### config.mk
export PLATFORM = sky130hd
export DESIGN_NAME = dmem_arbiter
export DESIGN_NICKNAME = d
export VERILOG_FILES = /design/src/rtl/dmem_arb_pkg.sv /design/src/rtl/dmem_align_chk.sv /design/src/rtl/dmem_arbiter.sv
export SDC_FILE = /design/constraint.sdc
export NUM_CORES = 1
export LEC_CHECK = 0
export ABC_AREA = 1
export CORE_AREA = 3 3 111 113
export CTS_CLUSTER_DIAMETER = 50
export DETAILED_ROUTE_END_ITERATION = 7
export DIE_AREA = 0 0 114 116
export GPL_ROUTABILITY_DRIVEN = 0
export MAX_ROUTING_LAYER = met4
export PLACE_DENSITY_LB_ADDON = 0.08
export SLEW_MARGIN = 15
export SYNTH_ARGS = -nofsm -noshare
export SYNTH_HDL_FRONTEND = slang
export SYNTH_SLANG_ARGS = --single-unit
### constraint.sdc
create_clock -name clk -period 1.5 [get_ports clk]
set_clock_uncertainty 0.2 [all_clocks]
set_input_delay 0.3 -clock clk [delete_from_list [all_inputs] [get_ports clk]]
set_output_delay 0.3 -clock clk [all_outputs]
set_load 0.01 [all_outputs]
### src/rtl/dmem_arb_pkg.sv
// Shared definitions for the data-memory arbiter.
//   - arb_state_e    : arbiter FSM states (IDLE / SERVE0 / SERVE1)
//   - F3_*           : RISC-V load/store func3 encodings used for alignment
//   - STARVE_MAX_DEF : default number of consecutive port-0 grants tolerated
//                      while port 1 waits
package dmem_arb_pkg;

  typedef enum logic [1:0] {
    IDLE   = 2'd0,
    SERVE0 = 2'd1,
    SERVE1 = 2'd2
  } arb_state_e;

  localparam logic [2:0] F3_B  = 3'b000;
  localparam logic [2:0] F3_H  = 3'b001;
  localparam logic [2:0] F3_W  = 3'b010;
  localparam logic [2:0] F3_BU = 3'b100;
  localparam logic [2:0] F3_HU = 3'b101;

  localparam int STARVE_MAX_DEF = 4;

endpackage

### src/rtl/dmem_align_chk.sv
// Combinational alignment check for one requester.
//   func3   in  3 : RISC-V load/store width encoding
//   addr_lo in  2 : low two bits of the byte address
//   aligned out 1 : 1 when the access may be forwarded to memory
// Unknown func3 values are reported aligned; the memory decides what they mean.
module dmem_align_chk
  import dmem_arb_pkg::*;
(
  input  logic [2:0] func3,
  input  logic [1:0] addr_lo,
  output logic       aligned
);

  // Width-dependent alignment rule
  always_comb begin
    aligned = 1'b1;
    case (func3)
      F3_W:        aligned = (addr_lo == 2'b00);
      F3_H, F3_HU: aligned = ~addr_lo[0];
      F3_B, F3_BU: aligned = 1'b1;
      default:     aligned = 1'b1;
    endcase
  end

endmodule

### src/rtl/dmem_arbiter.sv
// Two-port arbiter/sequencer in front of the single-ported data memory.
//   clk, rst_n                 : clock, asynchronous active-low reset
//   pX_req/we/addr/func3/wdata : request from port X (0 = MEM stage, 1 = debug)
//   pX_gnt                     : transaction for port X executes this cycle
//   pX_rvalid/rdata/err        : completion one cycle after the grant
//                                (loads and misaligned accesses only)
//   mem_MemRead/MemWrite/addr/func3/data_in : memory request, valid in grant cycle
//   mem_data_out               : combinational read data from memory
module dmem_arbiter
  import dmem_arb_pkg::*;
#(
  parameter int ADDR_W     = 6,
  parameter int DATA_W     = 32,
  parameter int STARVE_MAX = STARVE_MAX_DEF
) (
  input  logic              clk,
  input  logic              rst_n,
  input  logic              p0_req,
  input  logic              p0_we,
  input  logic [ADDR_W-1:0] p0_addr,
  input  logic [2:0]        p0_func3,
  input  logic [DATA_W-1:0] p0_wdata,
  input  logic              p1_req,
  input  logic              p1_we,
  input  logic [ADDR_W-1:0] p1_addr,
  input  logic [2:0]        p1_func3,
  input  logic [DATA_W-1:0] p1_wdata,
  output logic              p0_gnt,
  output logic              p0_rvalid,
  output logic [DATA_W-1:0] p0_rdata,
  output logic              p0_err,
  output logic              p1_gnt,
  output logic              p1_rvalid,
  output logic [DATA_W-1:0] p1_rdata,
  output logic              p1_err,
  output logic              mem_MemRead,
  output logic              mem_MemWrite,
  output logic [ADDR_W-1:0] mem_addr,
  output logic [2:0]        mem_func3,
  output logic [DATA_W-1:0] mem_data_in,
  input  logic [DATA_W-1:0] mem_data_out
);

  localparam int CNT_W = (STARVE_MAX < 1) ? 1 : $clog2(STARVE_MAX + 1);
  localparam logic [CNT_W-1:0] STARVE_LIM = CNT_W'(STARVE_MAX);
  localparam logic [CNT_W-1:0] CNT_ONE    = CNT_W'(1);

  arb_state_e       state_r;
  arb_state_e       state_nxt_s;
  logic [CNT_W-1:0] starve_cnt_r;
  logic [CNT_W-1:0] starve_cnt_nxt_s;
  logic             p0_aligned_s;
  logic             p1_aligned_s;
  logic             p0_elig_s;
  logic             p1_elig_s;

  dmem_align_chk u_align0 (
    .func3   (p0_func3),
    .addr_lo (p0_addr[1:0]),
    .aligned (p0_aligned_s)
  );

  dmem_align_chk u_align1 (
    .func3   (p1_func3),
    .addr_lo (p1_addr[1:0]),
    .aligned (p1_aligned_s)
  );

  // Next-state arbitration and starvation counter update
  always_comb begin
    state_nxt_s      = IDLE;
    starve_cnt_nxt_s = starve_cnt_r;
    // A port being served right now still shows its current request; it
    // must not be counted as a new one.
    p0_elig_s = p0_req & (state_r != SERVE0);
    p1_elig_s = p1_req & (state_r != SERVE1);

    if (p1_elig_s && (!p0_elig_s || (starve_cnt_r == STARVE_LIM))) begin
      state_nxt_s = SERVE1;
    end else if (p0_elig_s) begin
      state_nxt_s = SERVE0;
    end else begin
      state_nxt_s = IDLE;
    end

    if (!p1_req || (state_nxt_s == SERVE1)) begin
      starve_cnt_nxt_s = {CNT_W{1'b0}};
    end else if ((state_nxt_s == SERVE0) && (starve_cnt_r != STARVE_LIM)) begin
      starve_cnt_nxt_s = starve_cnt_r + CNT_ONE;
    end else begin
      starve_cnt_nxt_s = starve_cnt_r;
    end
  end

  // FSM state and starvation counter registers
  always_ff @(posedge clk or negedge rst_n) begin
    if (!rst_n) begin
      state_r      <= IDLE;
      starve_cnt_r <= {CNT_W{1'b0}};
    end else begin
      state_r      <= state_nxt_s;
      starve_cnt_r <= starve_cnt_nxt_s;
    end
  end

  assign p0_gnt = (state_r == SERVE0);
  assign p1_gnt = (state_r == SERVE1);

  // Memory request mux; strobes are suppressed for misaligned accesses
  always_comb begin
    mem_MemRead  = 1'b0;
    mem_MemWrite = 1'b0;
    mem_addr     = {ADDR_W{1'b0}};
    mem_func3    = 3'b000;
    mem_data_in  = {DATA_W{1'b0}};
    case (state_r)
      SERVE0: begin
        mem_addr     = p0_addr;
        mem_func3    = p0_func3;
        mem_data_in  = p0_wdata;
        mem_MemRead  = ~p0_we & p0_aligned_s;
        mem_MemWrite =  p0_we & p0_aligned_s;
      end
      SERVE1: begin
        mem_addr     = p1_addr;
        mem_func3    = p1_func3;
        mem_data_in  = p1_wdata;
        mem_MemRead  = ~p1_we & p1_aligned_s;
        mem_MemWrite =  p1_we & p1_aligned_s;
      end
      default: begin
        mem_MemRead  = 1'b0;
        mem_MemWrite = 1'b0;
      end
    endcase
  end

  // Port 0 completion: load data or error status, one cycle after the grant
  always_ff @(posedge clk or negedge rst_n) begin
    if (!rst_n) begin
      p0_rvalid <= 1'b0;
      p0_err    <= 1'b0;
      p0_rdata  <= {DATA_W{1'b0}};
    end else begin
      p0_rvalid <= 1'b0;
      p0_err    <= 1'b0;
      if (state_r == SERVE0) begin
        if (!p0_aligned_s) begin
          p0_rvalid <= 1'b1;
          p0_err    <= 1'b1;
          p0_rdata  <= {DATA_W{1'b0}};
        end else if (!p0_we) begin
          p0_rvalid <= 1'b1;
          p0_rdata  <= mem_data_out;
        end else begin
          p0_rdata  <= p0_rdata;
        end
      end
    end
  end

  // Port 1 completion: load data or error status, one cycle after the grant
  always_ff @(posedge clk or negedge rst_n) begin
    if (!rst_n) begin
      p1_rvalid <= 1'b0;
      p1_err    <= 1'b0;
      p1_rdata  <= {DATA_W{1'b0}};
    end else begin
      p1_rvalid <= 1'b0;
      p1_err    <= 1'b0;
      if (state_r == SERVE1) begin
        if (!p1_aligned_s) begin
          p1_rvalid <= 1'b1;
          p1_err    <= 1'b1;
          p1_rdata  <= {DATA_W{1'b0}};
        end else if (!p1_we) begin
          p1_rvalid <= 1'b1;
          p1_rdata  <= mem_data_out;
        end else begin
          p1_rdata  <= p1_rdata;
        end
      end
    end
  end

endmodule

==> impl_metrics.csv <==
group,metric,value,unit
status,status,"finished with violations",
status,violations,"negative setup slack",
final_layout,mostFrequentLayoutCell,"clkdlybuf4s50_1",
yosys,synth_cells,451,
yosys,syn_avg_cell_area,8.58,sq um
grt,grt_usage,25.5,%
critical_path,r2r_end,"p0_rdata[1]",
power,swShare,32.2,%
timing,worst_pin_slew,457,ps
yosys,synthSimpleGateAreaFrac,21.6,%
clocking,cts_root_buf,"clkbuf_16",
critical_path,critPathKind,"reg2out",
clocking,numCtsBuffers,9,
yosys,synth-xor-area-share,0,%
die,start_util,33.9,%
power,p_switching,2650,uW
timing,slew_viol_final,0,
timing,max-slew-margin-rel,69.5,%
die,die_h,116,um
die,die_area,13200,sq um
grt,grt_pass1_vias,4767,
yosys,ys_seq_elements,73,
clocking,clock_latency,330,ps
placed_design,placedCellCount,830,
hold_path,hold_path_class,"in2async",
critical_path,reg2reg_depth,8,
yosys,synth_top_family_by_area,"simple AND/OR/NAND/NOR gates",
yosys,yosys_warnings,0,
route,wl_per_cell,18.6,um
grt,antenna_found_initial,0,
clocking,clock_path_buffers,2,
grt,grt_max_degree,33,
clocking,cts_htree_levels,3,
critical_path,worst_setup_path_endpoint,"mem_MemRead",
clocking,cts.sink_count,73,
route,viasPerCell,4.94,
final_layout,design_area,8100,sq um
die,coreArea,11400,sq um
die,num_rows,39,
critical_path,crit_arrival,1620,ps
yosys,ys_seq_area_share,47.2,%
critical_path,crit_chain,"inv_2 -> ha_4 -> buf_6 -> inv_4 -> nor2_4 -> nand2_4 -> a21oi_4 -> buf_6",
final_layout,synthToLayoutAreaGrowth,110,%
final_layout,final_cell_mix,"clkdlybuf4s50_1, dfrtp_1, nand2_1",
clocking,cts_tree,"built",
route,postRouteWirelength,16.5,mm
die,die_w,114,um
critical_path,slowest_stage,"dfrtp_1",
power,clkPwrFrac,28.1,%
flow_run,maxCapViolations,0,
yosys,yosys-mux-area-fraction,0,%
final_layout,fin_util,71.0,%
final_layout,n_antenna_cell,0,
critical_path,cp-end-kind,"output pin",
timing,max_freq,471,MHz
power,peakVddDrop,0.772,mV
power,finalPower,8210,uW
placed_design,postPlaceCellArea,6900,sq um
route,drtPass1Iterations,4,
yosys,synthAdderAreaFrac,1.29,%
timing,min_period_over_period,141,%
critical_path,r2r_start,"state_r[0]",
critical_path,reg2reg_slack,-380,ps
placed_design,hpwlAfterDp,10.6,mm
route,vias,4383,
power,p_int,5570,uW
critical_path,max_stage_delay,420,ps
timing,hold_viol_final,0,
yosys,synthesis.nets,575,
yosys,synth-compound-area-share,17.9,%
power,comb_power_share,39.7,%
grt,grt_pass1_wl,25.2,mm
power,leakagePower,0.00378,uW
yosys,synth_area,3870,sq um
critical_path,startpoint_type,"flip-flop",
power,power_density,1010,nW/um^2
grt,overflow,0,
timing,fin_ws,-622,ps
final_layout,instances_no_fill,888,
final_layout,drive_gt1_share,47.5,%
critical_path,crit_top_cell,"buf_6",
yosys,synth_cell_types,24,
timing,setup_violations,117,
timing,fin_crit,2120,ps
route,ant_nets,0,
route,drt_iter0_drc,211,
clocking,clk_pin_slew_worst_paths,60,ps
critical_path,crit_start,"state_r[1]",
die,io_pins,233,
final_layout,finish.net_count,864,
critical_path,cp.required,1000,ps
timing,rsz0062_at_grt,"yes",
route,route.detailed.drc,0,
critical_path,cp_max_fo,4,
placed_design,port_buffers,232,
power,seq_power_share,32.2,%
[worst min path at each step]
stage                   endpoint  slack (ps)
floorplan                 p0_err        -200
global placement    p1_rdata[30]          30
detailed placement    state_r[0]          30
CTS                 p1_rdata[30]         220
global route        p1_rdata[30]         240
finish              p1_rdata[30]         220
[cell type report]
cell class | instances | area [sq um]
fillers | 898 | 3320
clock buffers | 10 | 229
flip-flops and latches | 73 | 1830
clock inverters | 6 | 90.1
well taps | 143 | 179
repair buffers | 311 | 3240
inverters | 51 | 209
multi-input cells | 294 | 2330
[power groups by stage]
stage / sequential, uW / combinational, uW / clock [uW]
after global placement: 2630 / 2880 / 0
after floorplan: 2810 / 1140 / 0
after detailed placement: 2650 / 2930 / 0
final: 2650 / 3260 / 2310
after CTS: 2610 / 3210 / 2320
after global routing: 2700 / 3500 / 2430
[metal layers]
metal	track usage, %	vias to the layer above	wire [um]
li1	-	2079	-
met1	28.8	2109	6440
met2	45.1	169	8770
met3	5.85	26	986
met4	7.44	0	324
met5	-	-	0
[Yosys cell counts, drive strengths merged]
| library cell | number | area share [%] |
|---|---|---|
| inv | 51 | 5.0 |
| nand4 | 2 | 1.1 |
| a31o | 1 | 0.23 |
| nand3 | 70 | 9.6 |
| clkbuf | 8 | 0.78 |
| dfrtp | 73 | 47 |
| nor3 | 2 | 0.26 |
| ha | 4 | 1.3 |
| a21oi | 43 | 5.7 |
| nand2 | 99 | 10 |
| buf | 25 | 6.2 |
| o21ai | 69 | 12 |
| nor2 | 4 | 0.58 |
[per-stage QoR]
stage / TNS (ps) / worst slack, ps / hold slack, ps
5_1_grt: -49940 / -704 / 243
2_1_floorplan: -8380 / -246 / -196
3_5_place_dp: -70270 / -952 / 30.3
3_3_place_gp: -66370 / -930 / 27.8
6_report: -41800 / -622 / 219
4_1_cts: -43750 / -649 / 224
[registers in the layout, summed over array words and instances (netlist names)]
signal and count:
state_r 2, p1_rvalid 1, p1_err 1, p0_err 1, starve_cnt_r 3, p1_rdata 32, p0_rdata 32, p0_rvalid 1
[cells by family after synthesis]
| kind of cell | Yosys count |
|---|---|
| adders and majority gates | 4 |
| AOI/OAI and AO/OA | 113 |
| DFF | 73 |
| and+or+nand+nor | 177 |
| buffers and inverters | 84 |
[repair_timing]
action | CTS | global route
setup endpoints to repair | 185 | 146
endpoints found under the hold margin | 47 | 0
resized for setup | 402 | 82
gates cloned | 14 | 6
hold buffers | 1 | 0
pin swaps | 18 | 15
buffers inserted | 21 | 5
[critical path: cells and delay by family (launching register included)]
family | cells | cell delay [ps]
DFF | 1 | 420
buffers and inverters | 4 | 350
adders and majority gates | 1 | 180
and+or+nand+nor | 2 | 180
AOI/OAI and AO/OA | 1 | 170
Note: power is estimated with default switching activity, not from simulation.
==> variant (config.mk and constraints unchanged) <==
The package constant `STARVE_MAX_DEF` goes from 4 to 2.
--- a/src/rtl/dmem_arb_pkg.sv
+++ b/src/rtl/dmem_arb_pkg.sv
@@ -19,3 +19,3 @@
 
-  localparam int STARVE_MAX_DEF = 4;
+  localparam int STARVE_MAX_DEF = 2;
 
Function: same outputs for any inputs over 10 cycles, from zero or initial values and one cycle with rst_n low; that may be too few to reach the edited logic, so the function may still have changed.
==> variant against the original RTL <==
The flow still finishes with violations (setup timing); power down 1.6%; final area rose by 0.56%; via count up 0.21%; worst hold slack better by 0.0040 ns; sequential cell count down 1; synthesized area fell by 3.0%; wire length barely moved; clock power down 16%; count of clock-buffer cells in the layout stayed put; largest power group unchanged; non-clock buffer count grew 11; fmax increased by 0.90%; worst setup slack improved by 0.019 ns.
==> variant: results (changes against the original RTL) <==
| Metric | Value |
|---|---|
| Largest registers | p0_rdata x32, p1_rdata x32 |
| Grt met1 use | 28.0% (-0.78 points) |
| Post-DP HPWL | 10,300 um (-3.2%) |
| Met2 Usage GRT | 44.8% (-0.31 points) |
| R2r startpoint | state_r[1] |
| First-pass GRT wire length | 24,700 um (-1.9%) |
| All-layer global routing usage | 24.8% (-0.67 points) |
| Number of library cell types mapped by synthesis | 26 (+8.3%) |
| Post-Syn Nets | 563 (-2.1%) |
| Setup TNS | -52.57 ns (-10.76 ns) |
| Outcome | complete, but fails checks |
| Final setup fails | 117 (unchanged) |
| Final nets | 863 (-0.12%) |
| Failing checks | setup timing |
| Post-synthesis sequential area ratio | 48.0% (+0.78 points) |
| R2r endpoint | p1_rdata[27] |
| Register-to-Register Setup Slack | -0.55 ns (-0.17 ns) |
| Worst-margin pin slew | 0.341 ns (-0.115 ns) |
| First-pass iteration count of the detailed router | 6 (+2) |
| Yosys top cell area share | 48.0% (+0.78 points) |
| Worst EP arrival | 1.60 ns (-0.02 ns) |
| Leakage Power | 3.74 nW (-1.1%) |
| Final worst slack | -0.603 ns (+0.0188 ns) |
| Starting DRT DRC Count | 234 (+11%) |
| Met3 capacity usage during global routing | 4.44% (-1.4 points) |
## variant: cell count changes in the layout (fill, tap and decap cells not counted), sizes merged, moves of 2 or more
cell / unedited run / this run
bufinv: 2 / 0
buf: 119 / 128
nand3: 70 / 68
o31ai: 0 / 2
nand2: 99 / 96
nand4: 2 / 4
o21ai: 69 / 66
nor3: 2 / 0
## variant: cells by family (layout without fill, tap and decap cells)
family | after synthesis | in the layout | share of synthesized area (%)
flip-flops | 72 | 72 | 48.0
AO/OA/AOI/OAI | 111 | 111 | 17.0
buffers and inverters | 82 | 387 | 12.3
AND/OR/NAND/NOR | 172 | 172 | 21.7
adder cells (fa/ha/maj) | 3 | 3 | 1.00
## variant: layout make-up
cell class              instances  area [um2]
clock inverters                 6        43.8
multi-input cells             286        2270
flip-flops and latches         72        1800
fillers                       848        3270
inverters                      49         206
clock buffers                  10         229
well taps                     143         179
repair buffers                322        3420
## variant: per-stage QoR
step / total power, mW / instances
detailed placement: 5.63 / 815
global placement: 5.58 / 815
CTS: 7.85 / 878
finish: 8.09 / 888
floorplan: 3.89 / 440
global route: 8.51 / 888
## variant: how the worst min path moves through the flow
stage	start	endpoint	slack, ns	cells past startpoint
4_1_cts	rst_n	p1_rdata[14]	0.21	2
3_5_place_dp	rst_n	p0_err	0.02	1
2_1_floorplan	rst_n	p0_err	-0.20	0
5_1_grt	rst_n	p1_rdata[23]	0.23	2
3_3_place_gp	rst_n	p0_rdata[30]	0.02	1
6_report	rst_n	p1_rdata[23]	0.22	2
## variant: critical path: cells and delay by family, from the launching register on
family | cells | cell delay (ns)
compound gates | 1 | 0.13
fa+ha+maj | 1 | 0.20
buf+inv | 4 | 0.35
flops | 1 | 0.39
simple gates | 2 | 0.20
## variant: power by group
group	leakage (nW)	switching [mW]	internal, mW
Combinational	2.66	1.58	1.89
Clock	0.133	0.823	1.13
Sequential	0.949	0.314	2.35
## variant: timing repair
item                       CTS  global route
pin swaps                   16            36
hold buffers                 1             0
gates resized for setup    399            99
hold endpoints to repair    72             0
setup endpoints to repair  185           142
setup buffers               31            14
gates cloned                17             6
## variant: per-layer routing
layer,vias up,wire [um]
met1,2140,6260
met5,-,0
met3,21,857
li1,2065,-
met4,0,312
met2,166,9100
